**src/rtl/gate_envelope_ctrl_pkg.sv**
```systemverilog
// gate_pkg: shared types and helpers for the noise-gate envelope controller.
//   gate_state_t : attack/hold/release FSM states (encoding is visible on state_o)
//   UNITY        : Q1.15 gain of 1.0
//   GAIN_FRAC    : fractional bits of the gain
//   gain_up/dn   : saturating gain ramp steps, computed in 17 bits
package gate_pkg;

    typedef enum logic [2:0] {
        CLOSED  = 3'd0,
        ATTACK  = 3'd1,
        OPEN    = 3'd2,
        HOLD    = 3'd3,
        RELEASE = 3'd4
    } gate_state_t;

    localparam logic [15:0] UNITY     = 16'h8000;
    localparam int          GAIN_FRAC = 15;

    // Ramp up, clamped at UNITY. The 17-bit sum cannot wrap for any step.
    function automatic logic [15:0] gain_up(input logic [15:0] g, input logic [15:0] step);
        logic [16:0] s;
        s = {1'b0, g} + {1'b0, step};
        return (s > {1'b0, UNITY}) ? UNITY : s[15:0];
    endfunction

    // Ramp down, clamped at 0. Bit 16 of the difference is the borrow.
    function automatic logic [15:0] gain_dn(input logic [15:0] g, input logic [15:0] step);
        logic [16:0] d;
        d = {1'b0, g} - {1'b0, step};
        return d[16] ? 16'd0 : d[15:0];
    endfunction

endpackage

```
**src/rtl/gate_envelope_ctrl_gain_mult.sv**
```systemverilog
// gain_mult: registered signed sample x unsigned Q1.15 gain, one-cycle latency.
//   clk, rst_n     : clock, async active-low reset
//   in_valid       : sample strobe; out_valid follows one cycle later
//   sample         : signed input sample
//   gain           : unsigned Q1.15 gain (0 .. UNITY)
//   out, out_valid : scaled sample (floor of product >> 15), held between strobes
module gain_mult
    import gate_pkg::*;
#(
    parameter int WIDTH = 16
) (
    input  logic                    clk,
    input  logic                    rst_n,
    input  logic                    in_valid,
    input  logic signed [WIDTH-1:0] sample,
    input  logic        [15:0]      gain,
    output logic signed [WIDTH-1:0] out,
    output logic                    out_valid
);

    localparam int PW = WIDTH + 17;

    logic signed [PW-1:0]    prod;
    logic signed [WIDTH-1:0] out_d, out_q;
    logic                    vld_d, vld_q;
    logic                    unused_prod;

    // Gain is zero-extended so it multiplies as a non-negative value.
    // Taking bits above GAIN_FRAC of a two's complement product is an
    // arithmetic shift, i.e. truncation toward -inf. Since gain <= UNITY
    // the result always fits WIDTH bits.
    assign prod        = PW'(sample) * PW'($signed({1'b0, gain}));
    assign unused_prod = ^{prod[PW-1:GAIN_FRAC+WIDTH], prod[GAIN_FRAC-1:0]};

    always_comb begin
        out_d = out_q;
        vld_d = in_valid;
        if (in_valid) out_d = prod[GAIN_FRAC +: WIDTH];
    end

    always_ff @(posedge clk or negedge rst_n) begin
        if (!rst_n) begin
            out_q <= '0;
            vld_q <= 1'b0;
        end else begin
            out_q <= out_d;
            vld_q <= vld_d;
        end
    end

    assign out       = out_q;
    assign out_valid = vld_q;

endmodule

```
**src/rtl/gate_envelope_ctrl.sv**
```systemverilog
// gate_envelope_ctrl: attack/hold/release envelope for the noise gate.
//   clk, rst          : clock, async active-low reset
//   det, det_valid    : detector level (bit 0) and its strobe; latched in det_q
//   in, in_valid      : signed mic sample and strobe; the FSM advances only here
//   out, out_valid    : gated sample, one cycle after in_valid
//   gain              : current Q1.15 gain (UNITY = 16'h8000)
//   gate_open         : high in ATTACK, OPEN or HOLD
//   state_o           : FSM state for debug/LED
module gate_envelope_ctrl
    import gate_pkg::*;
#(
    parameter int          WIDTH        = 16,
    parameter logic [15:0] ATTACK_STEP  = 16'd2048,
    parameter logic [15:0] RELEASE_STEP = 16'd64,
    parameter int          HOLD_SAMPLES = 4800,
    parameter int          HOLD_W       = 16
) (
    input  logic                    clk,
    input  logic                    rst,
    input  logic        [WIDTH-1:0] det,
    input  logic                    det_valid,
    input  logic signed [WIDTH-1:0] in,
    input  logic                    in_valid,
    output logic signed [WIDTH-1:0] out,
    output logic                    out_valid,
    output logic        [15:0]      gain,
    output logic                    gate_open,
    output logic        [2:0]       state_o
);

    localparam logic [HOLD_W-1:0] HOLD_INIT = HOLD_W'(HOLD_SAMPLES);

    gate_state_t       state_d, state_q;
    logic [15:0]       gain_d, gain_q;
    logic [HOLD_W-1:0] hold_cnt_d, hold_cnt_q;
    logic              det_d, det_q;
    logic              gate_open_d, gate_open_q;
    logic              det_e;
    logic [15:0]       gain_inc, gain_dec;
    logic [HOLD_W-1:0] hold_dec;
    logic              unused_det_hi;

    assign unused_det_hi = ^det[WIDTH-1:1];

    // A fresh detector strobe wins over the latched value on the same cycle.
    assign det_e    = det_valid ? det[0] : det_q;
    assign gain_inc = gain_up(gain_q, ATTACK_STEP);
    assign gain_dec = gain_dn(gain_q, RELEASE_STEP);
    assign hold_dec = hold_cnt_q - HOLD_W'(1);

    always_comb begin
        state_d    = state_q;
        gain_d     = gain_q;
        hold_cnt_d = hold_cnt_q;
        det_d      = det_valid ? det[0] : det_q;

        if (in_valid) begin
            unique case (state_q)
                CLOSED: begin
                    if (det_e) state_d = ATTACK;
                end
                ATTACK: begin
                    // Detector drop freezes the gain and starts releasing from there.
                    if (!det_e) begin
                        state_d = RELEASE;
                    end else begin
                        gain_d = gain_inc;
                        if (gain_inc == UNITY) state_d = OPEN;
                    end
                end
                OPEN: begin
                    if (!det_e) begin
                        if (HOLD_SAMPLES == 0) begin
                            state_d = RELEASE;
                        end else begin
                            state_d    = HOLD;
                            hold_cnt_d = HOLD_INIT;
                        end
                    end
                end
                HOLD: begin
                    if (det_e) begin
                        state_d = OPEN;
                    end else begin
                        hold_cnt_d = hold_dec;
                        if (hold_dec == '0) state_d = RELEASE;
                    end
                end
                RELEASE: begin
                    if (det_e) begin
                        state_d = ATTACK;
                    end else begin
                        gain_d = gain_dec;
                        if (gain_dec == 16'd0) state_d = CLOSED;
                    end
                end
                default: state_d = CLOSED;
            endcase
        end

        gate_open_d = (state_d == ATTACK) || (state_d == OPEN) || (state_d == HOLD);
    end

    always_ff @(posedge clk or negedge rst) begin
        if (!rst) begin
            state_q     <= CLOSED;
            gain_q      <= '0;
            hold_cnt_q  <= '0;
            det_q       <= 1'b0;
            gate_open_q <= 1'b0;
        end else begin
            state_q     <= state_d;
            gain_q      <= gain_d;
            hold_cnt_q  <= hold_cnt_d;
            det_q       <= det_d;
            gate_open_q <= gate_open_d;
        end
    end

    // Multiplier sees gain_q, i.e. the gain before this sample's ramp step.
    gain_mult #(
        .WIDTH(WIDTH)
    ) u_gain_mult (
        .clk      (clk),
        .rst_n    (rst),
        .in_valid (in_valid),
        .sample   (in),
        .gain     (gain_q),
        .out      (out),
        .out_valid(out_valid)
    );

    assign gain      = gain_q;
    assign gate_open = gate_open_q;
    assign state_o   = state_q;

endmodule

```
**config.mk**
```make
export PLATFORM = sky130hd
export DESIGN_NAME = gate_envelope_ctrl
export DESIGN_NICKNAME = d
export VERILOG_FILES = /design/src/rtl/gate_envelope_ctrl_pkg.sv /design/src/rtl/gate_envelope_ctrl_gain_mult.sv /design/src/rtl/gate_envelope_ctrl.sv
export SDC_FILE = /design/constraint.sdc
export NUM_CORES = 1
export LEC_CHECK = 0
export CAP_MARGIN = 20
export CORE_MARGIN = 1
export CORE_UTILIZATION = 37
export DETAILED_ROUTE_END_ITERATION = 10
export SYNTH_ARGS = -nofsm -noshare
export SYNTH_HDL_FRONTEND = slang
export SYNTH_SLANG_ARGS = --single-unit
export TNS_END_PERCENT = 50
```
**constraint.sdc**
```tcl
create_clock -name clk -period 5.7 [get_ports clk]
set_clock_uncertainty 0.05 [all_clocks]
set_input_delay 1.425 -clock clk [delete_from_list [all_inputs] [get_ports clk]]
set_output_delay 1.425 -clock clk [all_outputs]
set_load 0.01 [all_outputs]
```
==> reports/results.env <==
POST_SYNTHESIS_INSTANCE_AREA_UM2=11200
WORST_HOLD_END='u_gain_mult.out[6]'
GRT_UTIL_ALL_LAYERS_PCT=20.4
POSTSYNTH.ASYNCRESETSHARE_PCT=100
PATH_CLASS='in2reg'
YOSYS.AREA_SHARE.ADDER_PCT=47.2
STARTPOINT_CLASS='primary input'
DATA_REQUIRED_CRITICAL_PATH_NS=5.85
REG2REGPATHDEPTH=21
YOSYS_REGISTER_BITS=54
ANT_NETS=0
CP_SLOWEST_CELL='sky130_fd_sc_hd__fa_2'
SYNTH-COMPOUND-AREA-SHARE_PCT=8.49
POST_ROUTE_CELLS_DRIVE_ABOVE_1_SHARE_PCT=21.9
POST-SYNTH-TOP-AREA-FRACTION_PCT=34.5
DETAIL_ROUTE.FIRST_PASS.ITERATIONS=5
HOLDCRITPATHCLASS='reg2reg'
MIN-DELAY-START='u_gain_mult.out[6]'
CLK_ROOT_BUFFER_CELL='sky130_fd_sc_hd__clkbuf_16'
SYNTH.AREA.TOP_CELLS='sky130_fd_sc_hd__fa_1, sky130_fd_sc_hd__ha_1, sky130_fd_sc_hd__dfrtp_1'
YOSYSTOPAREACELL='sky130_fd_sc_hd__fa_1'
STATUS='finished, violations left'
SETUP_VIOLS_FINAL=16
CRITICAL-PATH-MAX-STAGE-DELAY_NS=0.55
FINALCRITPERIODSHARE_PCT=117
CORE.ROWCOUNT=63
DIE_WIDTH_UM=176
GRT_MAX_DEGREE=55
NATURE_OF_THE_CRITICAL_PATH_ENDPOINT='register'
TRITONCTS.NUM_BUFFERS=5
POSTSYNTHCELLCOUNT=1270
PORTION_OF_NETLIST_AREA_OCCUPIED_BY_MUX_CELLS_PCT=1.46
R2R-END='u_gain_mult.out[7]'
CLOCK.FMAX_MHz=150
GRT_ANTENNA_BEFORE_REPAIR=0
SETUP-TNS-FINAL_NS=-12.86
SYNTH_CELL_TYPES=60
FINAL_HOLD_VIOLATING_ENDPOINTS=0
WL_UM=29700
AREA_DELTA_SYNTH_FINAL_PCT=26.4
YS_DOMINANT_REG_CELL='sky130_fd_sc_hd__dfrtp_1'
GRT_PASS1_WL_UM=50200
IOS=73
LARGEST_FAMILY_OF_LOGIC_CELLS_BY_SYNTHESIZED_AREA='adder cells'
NUMBER_OF_WARNING_MESSAGES_IN_THE_YOSYS_LOG=0
CLOCK_TREE.HTREE_LEVEL_COUNT=2
SYNTH-SIMPLE-AREA-SHARE_PCT=18.8
INITIAL_UTILIZATION_PCT=37.7
MIN_DELAY_PATH_DEPTH=1
ANTENNADIODECOUNT=0
NETS=1796
CRIT_TOP_CELL='sky130_fd_sc_hd__fa_1'
DESIGN.DIE.AREA_UM2=31000
TIMING.RR.START='gain[8]'
RSZ0062_AT_GRT='yes'
DRT_DRC_VIOLATIONS_LEFT=0
UTIL_AFTER_LAYOUT_PCT=47.7
CTS_TREE='yes'
WORST_EP_ARRIVAL_TIME_NS=6.81
FINALCRITICALPERIOD_NS=6.66
DRT_ITER0_MARKERS=566
SYNTH_COMMON_CELLS='sky130_fd_sc_hd__inv_1, sky130_fd_sc_hd__fa_1, sky130_fd_sc_hd__nand2_1'
SYN-NUM-NETS=1613
DRV.MAX_CAP_VIOLATION_COUNT=0
SYNTH-EDFF-COUNT=0
CLK_PIN_SLEW_NS=0.08
FIRST_GLOBAL_VIAS=9706
GLOBAL_ROUTE.OVERFLOW_TOTAL=0
CELL_WITH_THE_MOST_INSTANCES_AFTER_SYNTHESIS='sky130_fd_sc_hd__inv_1'
SYNTH_XOR_AREA_SHARE_PCT=1.72
TIGHTESTPINTRANSITION_NS=0.912
MAX-CLOCK-PATH-BUFFERS=2
YOSYSSEQAREASHARE_PCT=12.1
TIMING.CRITICAL_PATH.CELLS='buf_2, buf_6, buf_6, buf_4, nand2_1, fa_1, fa_2, inv_2, fa_1, fa_1, fa_1, inv_1, fa_1, inv_2, ha_4, nand4_1, a21oi_2, nor2b_4, buf_6, o31ai_4, a31oi_2, xnor2_1, mux2_4'
SETUP_SLACK_NS=-0.963
FAILED_CHECKS='setup timing'
CLK_LATENCY_NS=0.32
PLACE.PORT_BUFFERS=57
GLOBALPLACE.CONGESTION=0.857
HEADROOM_TO_THE_MAX_SLEW_LIMIT_PCT=38.6
TIMING.CRITICAL_PATH.FANOUT_MAX=4
DIE-HEIGHT_UM=176
AVG_WL_PER_CELL_UM=16.1
VIA_PER_INST=5.00
FP.COREAREA_UM2=29700
DP.FINAL_HPWL_UM=23600
CLKSINKCOUNT=54
MAXSLEWVIOLCOUNT=0
ROUTED-VIA-COUNT=9217
TIMING.REG2REG.SETUP_SLACK_NS=-0.35
FILL_CELLS=2808
SYNTH_AREA_PER_CELL_UM2=8.82
-- worst max path at each step --
stage                     slack, ns                  end   from  cells past startpoint
after floorplan               -0.83  u_gain_mult.out[12]  in[5]                     21
after global placement        -1.66  u_gain_mult.out[14]  in[3]                     22
after detailed placement      -1.76  u_gain_mult.out[14]  in[6]                     23
after CTS                     -1.04  u_gain_mult.out[11]  in[4]                     23
after global routing          -1.13  u_gain_mult.out[12]  in[4]                     22
final                         -0.96  u_gain_mult.out[10]  in[3]                     23
-- through the flow --
stage / instances / area (um2) / worst slack, ns / hold WS, ns
floorplan: 1270 / 11400 / -0.833 / 0.452
global route: 1844 / 14200 / -1.13 / 0.499
CTS: 1835 / 14000 / -1.04 / 0.468
global placement: 1797 / 13300 / -1.66 / 0.443
finish: 1844 / 14200 / -0.963 / 0.464
detailed placement: 1797 / 13300 / -1.76 / 0.449
-- cells in the final DEF (no fill, tap or decap), drive strengths merged, types with 4 or more instances in the layout --
cell,count
a21o,8
a21oi,43
a22o,5
a31oi,8
and2,116
buf,188
clkbuf,12
clkdlybuf4s50,41
dfrtp,54
fa,193
ha,114
inv,241
mux2,11
mux2i,4
nand2,165
nand2b,14
nand3,14
nand3b,4
nand4,6
nor2,50
nor2b,5
nor3,14
nor4,6
o21a,6
o21ai,36
o22ai,4
o311ai,4
o31ai,11
or2,4
or3,8
xnor2,11
xor2,11
-- repair_timing --
| action | CTS | global route |
|---|---|---|
| hold buffers | 0 | 0 |
| pin swaps | 82 | 69 |
| cloned | 1 | 0 |
| setup endpoints to repair | 16 | 16 |
| setup buffers | 31 | 10 |
| resized for setup | 116 | 66 |
-- per-layer routing --
metal	vias up	track usage, %	routed length [um]
met5	-	0	0
met4	0	4.20	422
met3	25	1.79	1060
met2	178	33.3	14400
met1	4672	29.4	13800
li1	4342	-	-
-- sequential cells by signal, indices dropped and copies added (netlist names) --
name                   cells
gate_open                  1
u_gain_mult.out_valid      1
det_q                      1
u_gain_mult.out           16
state_o                    3
hold_cnt_q                16
gain                      16
-- layout make-up --
type	count	area (um2)	share of cell area [%]
Clock buffer	5	125	0.883
Tap cell	390	488	3.44
Multi-Input combinational cell	915	9170	64.7
Timing Repair Buffer	238	2090	14.7
Inverter	239	897	6.33
Clock inverter	3	47.5	0.336
Sequential cell	54	1350	9.54
-- cell families (layout without fill, tap and decap cells) --
| family | Yosys count | count (layout) |
|---|---|---|
| AOI/OAI and AO/OA | 149 | 149 |
| muxes | 15 | 15 |
| xor gates and xnor gates | 22 | 22 |
| adders and majority gates | 307 | 307 |
| buffers and inverters | 301 | 485 |
| and+or+nand+nor | 422 | 422 |
| DFF | 54 | 54 |
-- critical path, delay by kind of cell --
| kind | cells | cell delay (ns) |
|---|---|---|
| adder cells (fa/ha/maj) | 7 | 3.30 |
| buffers and inverters | 8 | 0.76 |
| AO/OA/AOI/OAI | 3 | 0.62 |
| AND/OR/NAND/NOR | 3 | 0.30 |
| multiplexers | 1 | 0.26 |
| XOR/XNOR | 1 | 0.14 |
Power is left out: the tool's default activity adds up to more than one toggle a clock period on the data nets, which glitch-free logic cannot reach.
